$ cat config.mk
export PLATFORM = sky130hd
export DESIGN_NAME = apb_master
export DESIGN_NICKNAME = d
export VERILOG_FILES = /design/src/rtl/apb_pkg.sv /design/src/rtl/apb_decoder.sv /design/src/rtl/apb_master.sv
export SDC_FILE = /design/constraint.sdc
export NUM_CORES = 1
export LEC_CHECK = 0
export ABC_CLOCK_PERIOD_IN_PS = 9320
export BUFFER_PORTS_ARGS = -buffer_cell sky130_fd_sc_hd__buf_2
export CORE_AREA = 2 2 117 119
export CTS_CLUSTER_SIZE = 20
export DETAILED_ROUTE_END_ITERATION = 10
export DIE_AREA = 0 0 119 121
export MAX_ROUTING_LAYER = met4
export PLACE_DENSITY = 0.77
export SLEW_MARGIN = 20
export SYNTH_ARGS = -nofsm -noshare
export SYNTH_HDL_FRONTEND = slang
export SYNTH_SLANG_ARGS = --single-unit
$ cat constraint.sdc
create_clock -name PCLK -period 9.32 [get_ports PCLK]
set_input_delay 0.932 -clock PCLK [delete_from_list [all_inputs] [get_ports PCLK]]
set_output_delay 0.932 -clock PCLK [all_outputs]
set_load 0.01 [all_outputs]
$ cat src/rtl/apb_pkg.sv
// -----------------------------------------------------------------------------
// apb_pkg
// Shared definitions for the APB3 requester slice.
//   - apb_state_e   : transfer FSM states (IDLE, SETUP, ACCESS, DONE)
//   - apb_decode_t  : result of the address decode {hit, idx}
//   - APB_REGION_BASE / SLAVE_WINDOW_* : address map of the peripheral region
//   - cnt_width()   : width of a counter that must hold 0..limit-1
// -----------------------------------------------------------------------------
package apb_pkg;

   localparam int DATA_W = 32;
   localparam int ADDR_W = 32;

   // Peripheral region lives at addr[31:16] == APB_REGION_BASE and each slave
   // owns one 4 KiB window selected by addr[15:12].
   localparam logic [15:0] APB_REGION_BASE   = 16'h1000;
   localparam int          SLAVE_WINDOW_BITS = 4;
   localparam int          SLAVE_WINDOW_LSB  = 12;

   typedef enum logic [1:0] {
      IDLE   = 2'd0,
      SETUP  = 2'd1,
      ACCESS = 2'd2,
      DONE   = 2'd3
   } apb_state_e;

   typedef struct packed {
      logic                         hit;
      logic [SLAVE_WINDOW_BITS-1:0] idx;
   } apb_decode_t;

   // Width of a counter that only ever holds 0..limit-1; never below one bit
   // so a limit of 1 still yields a legal vector.
   function automatic int cnt_width(input int limit);
      return (limit > 1) ? $clog2(limit) : 1;
   endfunction

endpackage

$ cat src/rtl/apb_decoder.sv
// -----------------------------------------------------------------------------
// apb_decoder
// Combinational address decoder for the APB peripheral region.
//   addr : byte address presented by the CPU
//   dec  : {hit, idx}; hit=1 when the address falls in the region and the
//          window index addr[15:12] names an existing slave (< NUM_SLAVES)
// -----------------------------------------------------------------------------
module apb_decoder
   import apb_pkg::*;
#(
   parameter int NUM_SLAVES = 4
) (
   input  logic [ADDR_W-1:0] addr,
   output apb_decode_t       dec
);

   // One extra bit so NUM_SLAVES=16 is representable and the compare is
   // always true for a full window.
   localparam logic [SLAVE_WINDOW_BITS:0] SLAVE_LIMIT = NUM_SLAVES[SLAVE_WINDOW_BITS:0];

   logic [SLAVE_WINDOW_BITS-1:0] window;
   logic                         in_region;
   logic                         unused_addr_bits;

   assign window    = addr[SLAVE_WINDOW_LSB +: SLAVE_WINDOW_BITS];
   assign in_region = (addr[ADDR_W-1:16] == APB_REGION_BASE);

   assign dec.hit = in_region && ({1'b0, window} < SLAVE_LIMIT);
   assign dec.idx = window;

   // Offset inside a slave window does not take part in the decode.
   assign unused_addr_bits = ^addr[SLAVE_WINDOW_LSB-1:0];

endmodule

$ cat src/rtl/apb_master.sv
// -----------------------------------------------------------------------------
// apb_master
// Single-outstanding APB3 requester. Converts one CPU load/store at a time into
// an APB SETUP/ACCESS transfer, selects the slave from the address, muxes the
// selected slave's PRDATA/PREADY back and aborts an ACCESS phase that sees no
// PREADY within TIMEOUT cycles.
//
// Parameters
//   NUM_SLAVES : decoded slaves, 1..16
//   TIMEOUT    : ACCESS cycles without PREADY before abort, 1..65535
// CPU side
//   transfer, write, addr, wdata : request, sampled only in IDLE
//   rdata, ready, err            : registered completion (ready is a 1-cycle pulse)
//   busy                         : high whenever a transfer is in flight
// APB side
//   PADDR, PWDATA, PWRITE        : latched request, held until the next accept
//   PSEL, PENABLE                : one-hot select / ACCESS flag
//   PRDATA_S, PREADY_S           : per-slave read data (32 bits each) and ready
// Clock PCLK, reset PRESET (asynchronous, active-high).
// -----------------------------------------------------------------------------
module apb_master
   import apb_pkg::*;
#(
   parameter int NUM_SLAVES = 4,
   parameter int TIMEOUT    = 255
) (
   input  logic                         PCLK,
   input  logic                         PRESET,
   input  logic                         transfer,
   input  logic                         write,
   input  logic [ADDR_W-1:0]            addr,
   input  logic [DATA_W-1:0]            wdata,
   output logic [DATA_W-1:0]            rdata,
   output logic                         ready,
   output logic                         err,
   output logic                         busy,
   output logic [ADDR_W-1:0]            PADDR,
   output logic [DATA_W-1:0]            PWDATA,
   output logic                         PWRITE,
   output logic [NUM_SLAVES-1:0]        PSEL,
   output logic                         PENABLE,
   input  logic [DATA_W*NUM_SLAVES-1:0] PRDATA_S,
   input  logic [NUM_SLAVES-1:0]        PREADY_S
);

   localparam int               CNT_W    = cnt_width(TIMEOUT);
   localparam logic [CNT_W-1:0] CNT_LAST = CNT_W'(TIMEOUT - 1);

   apb_state_e                   state;
   apb_decode_t                  req_dec;
   logic [SLAVE_WINDOW_BITS-1:0] sel_idx;
   logic [CNT_W-1:0]             wait_cnt;
   logic [DATA_W-1:0]            sel_prdata;
   logic                         sel_pready;
   logic                         phase_active;

   // ---------------------------------------------------------------------------
   // Address decode of the incoming request; only consulted in IDLE.
   // ---------------------------------------------------------------------------
   apb_decoder #(
      .NUM_SLAVES (NUM_SLAVES)
   ) u_decoder (
      .addr (addr),
      .dec  (req_dec)
   );

   // ---------------------------------------------------------------------------
   // Return-path mux: only the latched slave's PRDATA/PREADY are ever seen, so
   // stray PREADY from other slaves cannot complete the transfer.
   // ---------------------------------------------------------------------------
   always_comb begin
      // NOTE: every variable written here gets a default first; a path that
      // leaves one unassigned would infer a latch.
      sel_prdata = '0;
      sel_pready = 1'b0;
      for (int k = 0; k < NUM_SLAVES; k++) begin
         if (sel_idx == SLAVE_WINDOW_BITS'(k)) begin
            sel_prdata = PRDATA_S[k*DATA_W +: DATA_W];
            sel_pready = PREADY_S[k];
         end
      end
   end

   // ---------------------------------------------------------------------------
   // APB control decoded from registered state and the latched slave index.
   // ---------------------------------------------------------------------------
   assign phase_active = (state == SETUP) || (state == ACCESS);
   assign PENABLE      = (state == ACCESS);
   assign busy         = (state != IDLE);

   always_comb begin
      PSEL = '0;
      for (int k = 0; k < NUM_SLAVES; k++) begin
         PSEL[k] = phase_active && (sel_idx == SLAVE_WINDOW_BITS'(k));
      end
   end

   // ---------------------------------------------------------------------------
   // Transfer FSM with registered completion outputs.
   //   IDLE   : accept request, latch it, unmapped goes straight to DONE
   //   SETUP  : one cycle with PSEL only
   //   ACCESS : wait for PREADY or timeout
   //   DONE   : ready pulse, back to IDLE
   // ---------------------------------------------------------------------------
   // NOTE: sequential state is assigned with <= only, so every register
   // samples the pre-edge values regardless of statement order.
   always_ff @(posedge PCLK or posedge PRESET) begin
      if (PRESET) begin
         state    <= IDLE;
         sel_idx  <= '0;
         wait_cnt <= '0;
         PADDR    <= '0;
         PWDATA   <= '0;
         PWRITE   <= 1'b0;
         rdata    <= '0;
         ready    <= 1'b0;
         err      <= 1'b0;
      end else begin
         case (state)
            IDLE: begin
               if (transfer) begin
                  PADDR    <= addr;
                  PWDATA   <= wdata;
                  PWRITE   <= write;
                  sel_idx  <= req_dec.idx;
                  wait_cnt <= '0;
                  if (req_dec.hit) begin
                     state <= SETUP;
                  end else begin
                     // Nothing to talk to: complete immediately with an error.
                     state <= DONE;
                     ready <= 1'b1;
                     err   <= 1'b1;
                     rdata <= '0;
                  end
               end
            end

            SETUP: begin
               // PREADY is deliberately not looked at in SETUP.
               state    <= ACCESS;
               wait_cnt <= '0;
            end

            ACCESS: begin
               if (sel_pready) begin
                  if (!PWRITE) begin
                     rdata <= sel_prdata;
                  end
                  err   <= 1'b0;
                  ready <= 1'b1;
                  state <= DONE;
               end else if (wait_cnt == CNT_LAST) begin
                  // TIMEOUT ACCESS cycles without PREADY: abandon the slave.
                  err   <= 1'b1;
                  rdata <= '0;
                  ready <= 1'b1;
                  state <= DONE;
               end else begin
                  wait_cnt <= wait_cnt + CNT_W'(1);
               end
            end

            DONE: begin
               // A request presented here is dropped; the CPU waits for ready.
               ready <= 1'b0;
               err   <= 1'b0;
               state <= IDLE;
            end

            default: begin
               state <= IDLE;
            end
         endcase
      end
   end

endmodule

==> results of run 1 <==
[area by class of cell]
class | instances | area, sq um | area share
tap | 176 | 220 | 0.0293
inverter | 40 | 153 | 0.0203
multi-input combinational | 202 | 2570 | 0.342
clock buffer | 10 | 229 | 0.0305
timing repair buffer | 309 | 1560 | 0.207
clock inverter | 6 | 51.3 | 0.00682
sequential | 109 | 2730 | 0.363
antenna | 1 | 2.50 | 0.000333
[cell families after synthesis]
kind of cell               after synthesis
adders and majority gates                6
muxes                                  102
AOI/OAI and AO/OA                       40
buffers and inverters                   66
DFF                                    109
and+or+nand+nor                         48
xor gates and xnor gates                 6
[how the worst min path moves through the flow]
stage                            from     endpoint  slack [ns]
after floorplan           wait_cnt[7]  wait_cnt[7]        0.50
after global placement      rdata[21]    rdata[21]        0.48
after detailed placement    rdata[31]    rdata[31]        0.48
after CTS                   rdata[31]    rdata[31]        0.50
after global routing        rdata[31]    rdata[31]        0.51
final                        rdata[6]     rdata[6]        0.50
[registers in the layout, indices dropped and copies added (netlist names)]
name and count:
PADDR 32, PWDATA 32, PWRITE 1, err 1, rdata 32, ready 1
state 2, wait_cnt 8
[cell usage after synthesis (all sizes together), types with 2 or more instances]
library cell and instances:
nor4b 2, or3 2, xnor2 6, and4 3
mux2 66, nor2 14, nor4 9, nand2 6
inv 40, nand4 2, dfrtp 109, mux2i 4
mux4 32, nor3 3, clkbuf 9, buf 17
or4 2, o2bb2ai 32, nand3 3, ha 6
o22ai 2
[per-layer routing]
metal | track usage | up-vias
met5 | - | -
met4 | 0.0766 | 0
met3 | 0.0625 | 26
met2 | 0.383 | 228
met1 | 0.244 | 2138
li1 | - | 1970
[power breakdown]
part	switching, mW	total, mW	internal, mW
clock network	0.183	0.370	0.187
registers	0.126	0.794	0.668
logic	0.598	1.16	0.563
[worst register-to-register path: cells and delay by family (launching register included)]
kind            cells  cell delay [ns]
compound gates      1             0.17
fa+ha+maj           1             0.26
buf+inv             2             0.62
flops               1             0.41
simple gates        4             1.30
[stage by stage]
step | hold WS, ns | power (mW) | setup slack [ns]
floorplan | 0.503 | 1.63 | 5.51
global placement | 0.478 | 1.93 | 6.02
detailed placement | 0.479 | 1.97 | 5.89
CTS | 0.499 | 2.35 | 6.23
global route | 0.512 | 2.48 | 6.19
finish | 0.496 | 2.33 | 6.40
==> flow_summary_export.csv, run 1 <==
group,metric,value,unit
setup_path,setup.worst_path.start,"addr[31]",
setup_path,r2r.worst_path.cells,8,
flow_run,timing.max_cap.violations,0,
synth,synth_seq_cells,109,
clocking,post_cts_buffers,0,
status,status,"complete, no violations",
synth,syn_area,0.00562,sq mm
worst_hold_path,holdPathStages,1,
global_route,grt_max_degree,66,
synth,postSynthNetCount,583,
setup_path,worst_setup_path_endpoint,"rdata[31]",
setup_path,worst_path_largest_cell_delay,0.60,ns
placed_design,place.port_buffers,304,
synth,postSynthCellCount,377,
clocking,clk_latency,0.35,ns
synth,synth_xor_area_frac,0.00935,
route,first_pass_iters,4,
clocking,cts.path.max_buffers,2,
clocking,numCtsBuffers,9,
synth,synth.yosys.warnings,0,
clocking,htree_num_levels,3,
synth,synth_enable_flop_cells,0,
synth,synthDominantCellAreaShare,0.485,
synth,ys_dominant_reg_cell,"sky130_fd_sc_hd__dfrtp_1",
sta,grt_setup_unrepaired,"false",
setup_path,worst-path-stages,7,
final_layout,final.fill_count,1081,
sta,max-slew-margin-rel,0.458,
final_layout,most_frequent_standard_cell_in_the_layout_excluding_fill_and_tap_cells,"sky130_fd_sc_hd__buf_2",
sta,post-route-period-util,0.313,
setup_path,cp-start-kind,"primary input",
route,detailroute.wirelength.met2,7.99,mm
placed_design,hpwl,12.1,mm
worst_hold_path,hold_path_class,"flip-flop to flip-flop",
clocking,worst_setup_hold_path_clk_slew,0.07,ns
synth,synth_top_family_by_area,"multiplexers",
synth,synthTopCellsByArea,"sky130_fd_sc_hd__dfrtp_1, sky130_fd_sc_hd__mux2_2, sky130_fd_sc_hd__mux4_2",
clocking,cts_hold_repair.buffers,0,
global_route,grt_pass1_vias,4655,
global_route,grt_use_total,0.221,
synth,seq_total_area_yosys,0.485,
final_layout,final_util,0.574,
setup_path,cp_num_buf_inv,2,
synth,synth_area_in_simple_gates,0.0481,
global_route,global_route.overflow_total,0,
pwr,power_density,309,mW/mm^2
sta,setup_viol_count_final,0,
die,row_count,42,
route,drt-total-wl,15.5,mm
sta,finalHoldViolations,0,
setup_path,crit_path_frequent_cell,"sky130_fd_sc_hd__nor4_1",
sta,highest_achievable_clock_rate,342,MHz
setup_path,worst-r2r-setup-slack,6.41,ns
placed_design,finalWeightedCongestion,0.805,
route,detail-route-antenna-nets,0,
synth,synth_compound_area_frac,0.117,
route,route.detailed.drc,0,
die,pin_count,305,
sta,final-max-slew-violation-count,0,
placed_design,dp.cells,836,
pwr,power.static_leakage,3.77,nW
route,avgRoutedWirePerCell,18.2,um
synth,synth.mux.area_fraction,0.268,
final_layout,layout-drive-gt1-share,0.680,
setup_path,cp_cell_sequence,"buf_2, nor4_1, nand4_1, nor4_1, or4_2, buf_4, o2bb2ai_1",
sta,worst-slew-pin-transition,0.813,ns
route,average_vias_per_placed_instance,5.11,
synth,synth_area_per_cell,14.9,sq um
setup_path,timing.critical_path.max_delay_family,"simple AND/OR/NAND/NOR gates",
final_layout,syn2layout_area_growth,33.7,%
setup_path,r2r_end,"rdata[31]",
synth,synth_top_cell_by_area,"sky130_fd_sc_hd__dfrtp_1",
setup_path,timing.rr.start,"state[1]",
clocking,cts_num_sinks,109,
final_layout,post_layout_nonfiller_instances,853,
route,met3_wirelength,1.24,mm
clocking,post_cts_resize_count,0,
sta,totalNegativeSetupSlack,0,ns
setup_path,crit_slowest_cell,"sky130_fd_sc_hd__nor4_1",
die,die_y,121,um
final_layout,post-route-cell-area,0.00752,sq mm
placed_design,post_dp_cell_area,0.00723,sq mm
setup_path,crit_required,9.53,ns
route,route.top_layer_used,"met4",
die,initial_cell_density_of_the_core,0.430,
clocking,cts_root_buffer,"sky130_fd_sc_hd__clkbuf_16",
global_route,antenna_found_initial,1,
setup_path,endpoint_kind,"flip-flop",
global_route,grt_pass1_wl,23.9,mm
route,via_count,4362,
route,drt_iter0_drc,176,
route,detail_route.wirelength.met1,5.92,mm
die,core_area,0.0131,sq mm
pwr,vdd.ir_drop.worst,0.172,mV
setup_path,crit_arrival,3.13,ns
clocking,clock_tree_from_tritoncts,"built",
setup_path,timing_worst_setup_path_type,"primary input to flip-flop",
sta,skew,0.0104,ns
final_layout,final_net_count,877,
sta,min_period,2.92,ns
die,fp.dieW,119,um
die,dieArea,0.0144,sq mm
final_layout,layout_common_cells,"sky130_fd_sc_hd__buf_2, sky130_fd_sc_hd__dfrtp_1, sky130_fd_sc_hd__mux2_2, sky130_fd_sc_hd__inv_1, sky130_fd_sc_hd__mux4_2",
setup_path,worst-path-max-fanout,32,
synth,adder_cell_share_of_the_synthesized_area,0.0134,
synth,postSynth.asyncResetShare,1.00,
synth,synth.distinct_cells,37,
(Power assumes the default switching activity.)
==> inputs of run 2 (changes only) <==
Settings changed: ABC_CLOCK_PERIOD_IN_PS 9320 to 2440, CORE_AREA 2 2 117 119 to default, CORE_ASPECT_RATIO from default to 1.25, CORE_UTILIZATION from default to 41, DIE_AREA 0 0 119 121 to default.
Clock period 9.32 ns to 2.44 ns, I/O delays scaled along.
==> run 2 against run 1 <==
The flow now finishes with violations (negative hold slack). Critical path depth decreased by 1. Critical path type is now flip-flop to flip-flop. Register-to-register slack worse by 6.2 ns. Clock skew shrank 0.0014 ns. Global-route usage rose by 1.2 points. Combinational power increased to 4.0 times the previous value.
==> flow_summary_export.csv, run 2 (synthesis results as in run 1) <==
group,metric,value,unit
status,status,"finished, violations left",
status,failed_checks,"negative hold slack",
flow_run,timing.max_cap.violations,0,
sta,grt_setup_unrepaired,"false",
placed_design,worst_setup_slack_before_clock_tree_synthesis,0.0155,ns
sta,hold_ws,-0.0295,ns
final_layout,post-route-cell-area,0.00764,sq mm
placed_design,post_dp_cell_area,0.00732,sq mm
setup_path,r2r.worst_path.cells,6,
die,row_count,47,
sta,final.setup.worst_slack,0.163,ns
final_layout,layout_top_registers,"PADDR (32), PWDATA (32), rdata (32)",
pwr,total_power,9.08,mW
setup_path,crit_required,2.71,ns
final_layout,final_util,0.575,
placed_design,hpwl,12.6,mm
sta,totalNegativeSetupSlack,0,ns
placed_design,finalWeightedCongestion,0.835,
sta,skew,0.00896,ns
route,via_count,4389,
final_layout,syn2layout_area_growth,35.8,%
die,core_area,0.0133,sq mm
sta,final-max-slew-violation-count,0,
clocking,htree_num_levels,3,
setup_path,worst-r2r-setup-slack,0.16,ns
final_layout,final.fill_count,1125,
route,route.detailed.drc,0,
route,first_pass_iters,4,
route,average_vias_per_placed_instance,5.12,
die,fp.dieW,107,um
setup_path,cp-start-kind,"flip-flop",
pwr,vdd.ir_drop.worst,0.696,mV
clocking,clock_tree_from_tritoncts,"built",
sta,highest_achievable_clock_rate,439,MHz
final_layout,layout_common_cells,"sky130_fd_sc_hd__buf_2, sky130_fd_sc_hd__dfrtp_1, sky130_fd_sc_hd__mux2_2, sky130_fd_sc_hd__inv_1, sky130_fd_sc_hd__mux4_2",
final_layout,most_frequent_standard_cell_in_the_layout_excluding_fill_and_tap_cells,"sky130_fd_sc_hd__buf_2",
global_route,grt_max_degree,72,
route,drt_iter0_drc,201,
clocking,cts.path.max_buffers,2,
clocking,clk_latency,0.35,ns
global_route,grt_pass1_vias,4855,
clocking,numCtsBuffers,9,
final_layout,final_net_count,883,
global_route,global_route.overflow_total,0,
clocking,post_cts_buffers,0,
setup_path,timing_worst_setup_path_type,"flip-flop to flip-flop",
global_route,grt_pass1_wl,24.5,mm
worst_hold_path,hold_path_class,"primary input to async pin",
final_layout,post_layout_nonfiller_instances,857,
global_route,antenna_found_initial,4,
clocking,cts_root_buffer,"sky130_fd_sc_hd__clkbuf_16",
final_layout,layout-drive-gt1-share,0.686,
clocking,cts_hold_repair.buffers,0,
sta,worst-slew-pin-transition,0.634,ns
route,drt-total-wl,15.8,mm
setup_path,timing.rr.start,"PADDR[14]",
pwr,power.static_leakage,3.83,nW
die,die_y,133,um
pwr,power_density,1190,mW/mm^2
die,pin_count,305,
sta,post-route-period-util,0.933,
setup_path,crit_arrival,2.54,ns
setup_path,r2r_end,"rdata[31]",
placed_design,place.port_buffers,304,
setup_path,worst-path-max-fanout,32,
sta,max-slew-margin-rel,0.578,
die,dieArea,0.0142,sq mm
setup_path,endpoint_kind,"flip-flop",
sta,min_period,2.28,ns
placed_design,dp.cells,837,
die,initial_cell_density_of_the_core,0.423,
sta,setup_viol_count_final,0,
clocking,worst_setup_hold_path_clk_slew,0.08,ns
sta,finalHoldViolations,6,
route,avgRoutedWirePerCell,18.5,um
clocking,cts_num_sinks,109,
global_route,grt_use_total,0.233,
route,detail-route-antenna-nets,0,
-- run 2: critical path, cell delays in order (launching register included) --
cell and delay, ns:
sky130_fd_sc_hd__dfrtp_1 0.42, sky130_fd_sc_hd__or3b_1 0.40, sky130_fd_sc_hd__o22ai_2 0.29, sky130_fd_sc_hd__nand2_1 0.08, sky130_fd_sc_hd__or4_2 0.58, sky130_fd_sc_hd__buf_12 0.22, sky130_fd_sc_hd__o2bb2ai_1 0.17
-- run 2: final cells by class --
type / count / area (sq um) / area share
inverter: 40 / 154 / 0.0202
antenna: 4 / 10.0 / 0.00131
timing repair buffer: 315 / 1650 / 0.217
tap: 171 / 214 / 0.0280
multi-input combinational: 202 / 2580 / 0.337
clock inverter: 6 / 60.1 / 0.00786
sequential: 109 / 2730 / 0.357
clock buffer: 10 / 239 / 0.0313
-- run 2: report_power, final --
group / switching [mW] / internal, mW
logic: 2.32 / 2.26
registers: 0.477 / 2.55
clock network: 0.712 / 0.755
total: 3.51 / 5.57
-- run 2: worst max path at each step --
stage	to	slack, ns	from	depth (start not counted)
3_5_place_dp	rdata[31]	0.02	state[1]	8
5_1_grt	rdata[31]	0.04	PADDR[14]	6
6_report	rdata[31]	0.16	PADDR[14]	6
2_1_floorplan	err	0.26	PADDR[12]	7
3_3_place_gp	rdata[31]	0.24	state[0]	8
4_1_cts	rdata[31]	0.14	PADDR[14]	6
-- run 2: metal layers --
metal  routed length (um)  track usage
met1                 5500        0.231
met2                 8410        0.414
met3                 1430       0.0700
met4                  501        0.104
met5                    0            -
-- run 2: repair_timing --
action                                  4_1_cts  5_1_grt
endpoints found under the setup margin        1        0
resized for setup                             1        0
hold endpoints to repair                      0        0
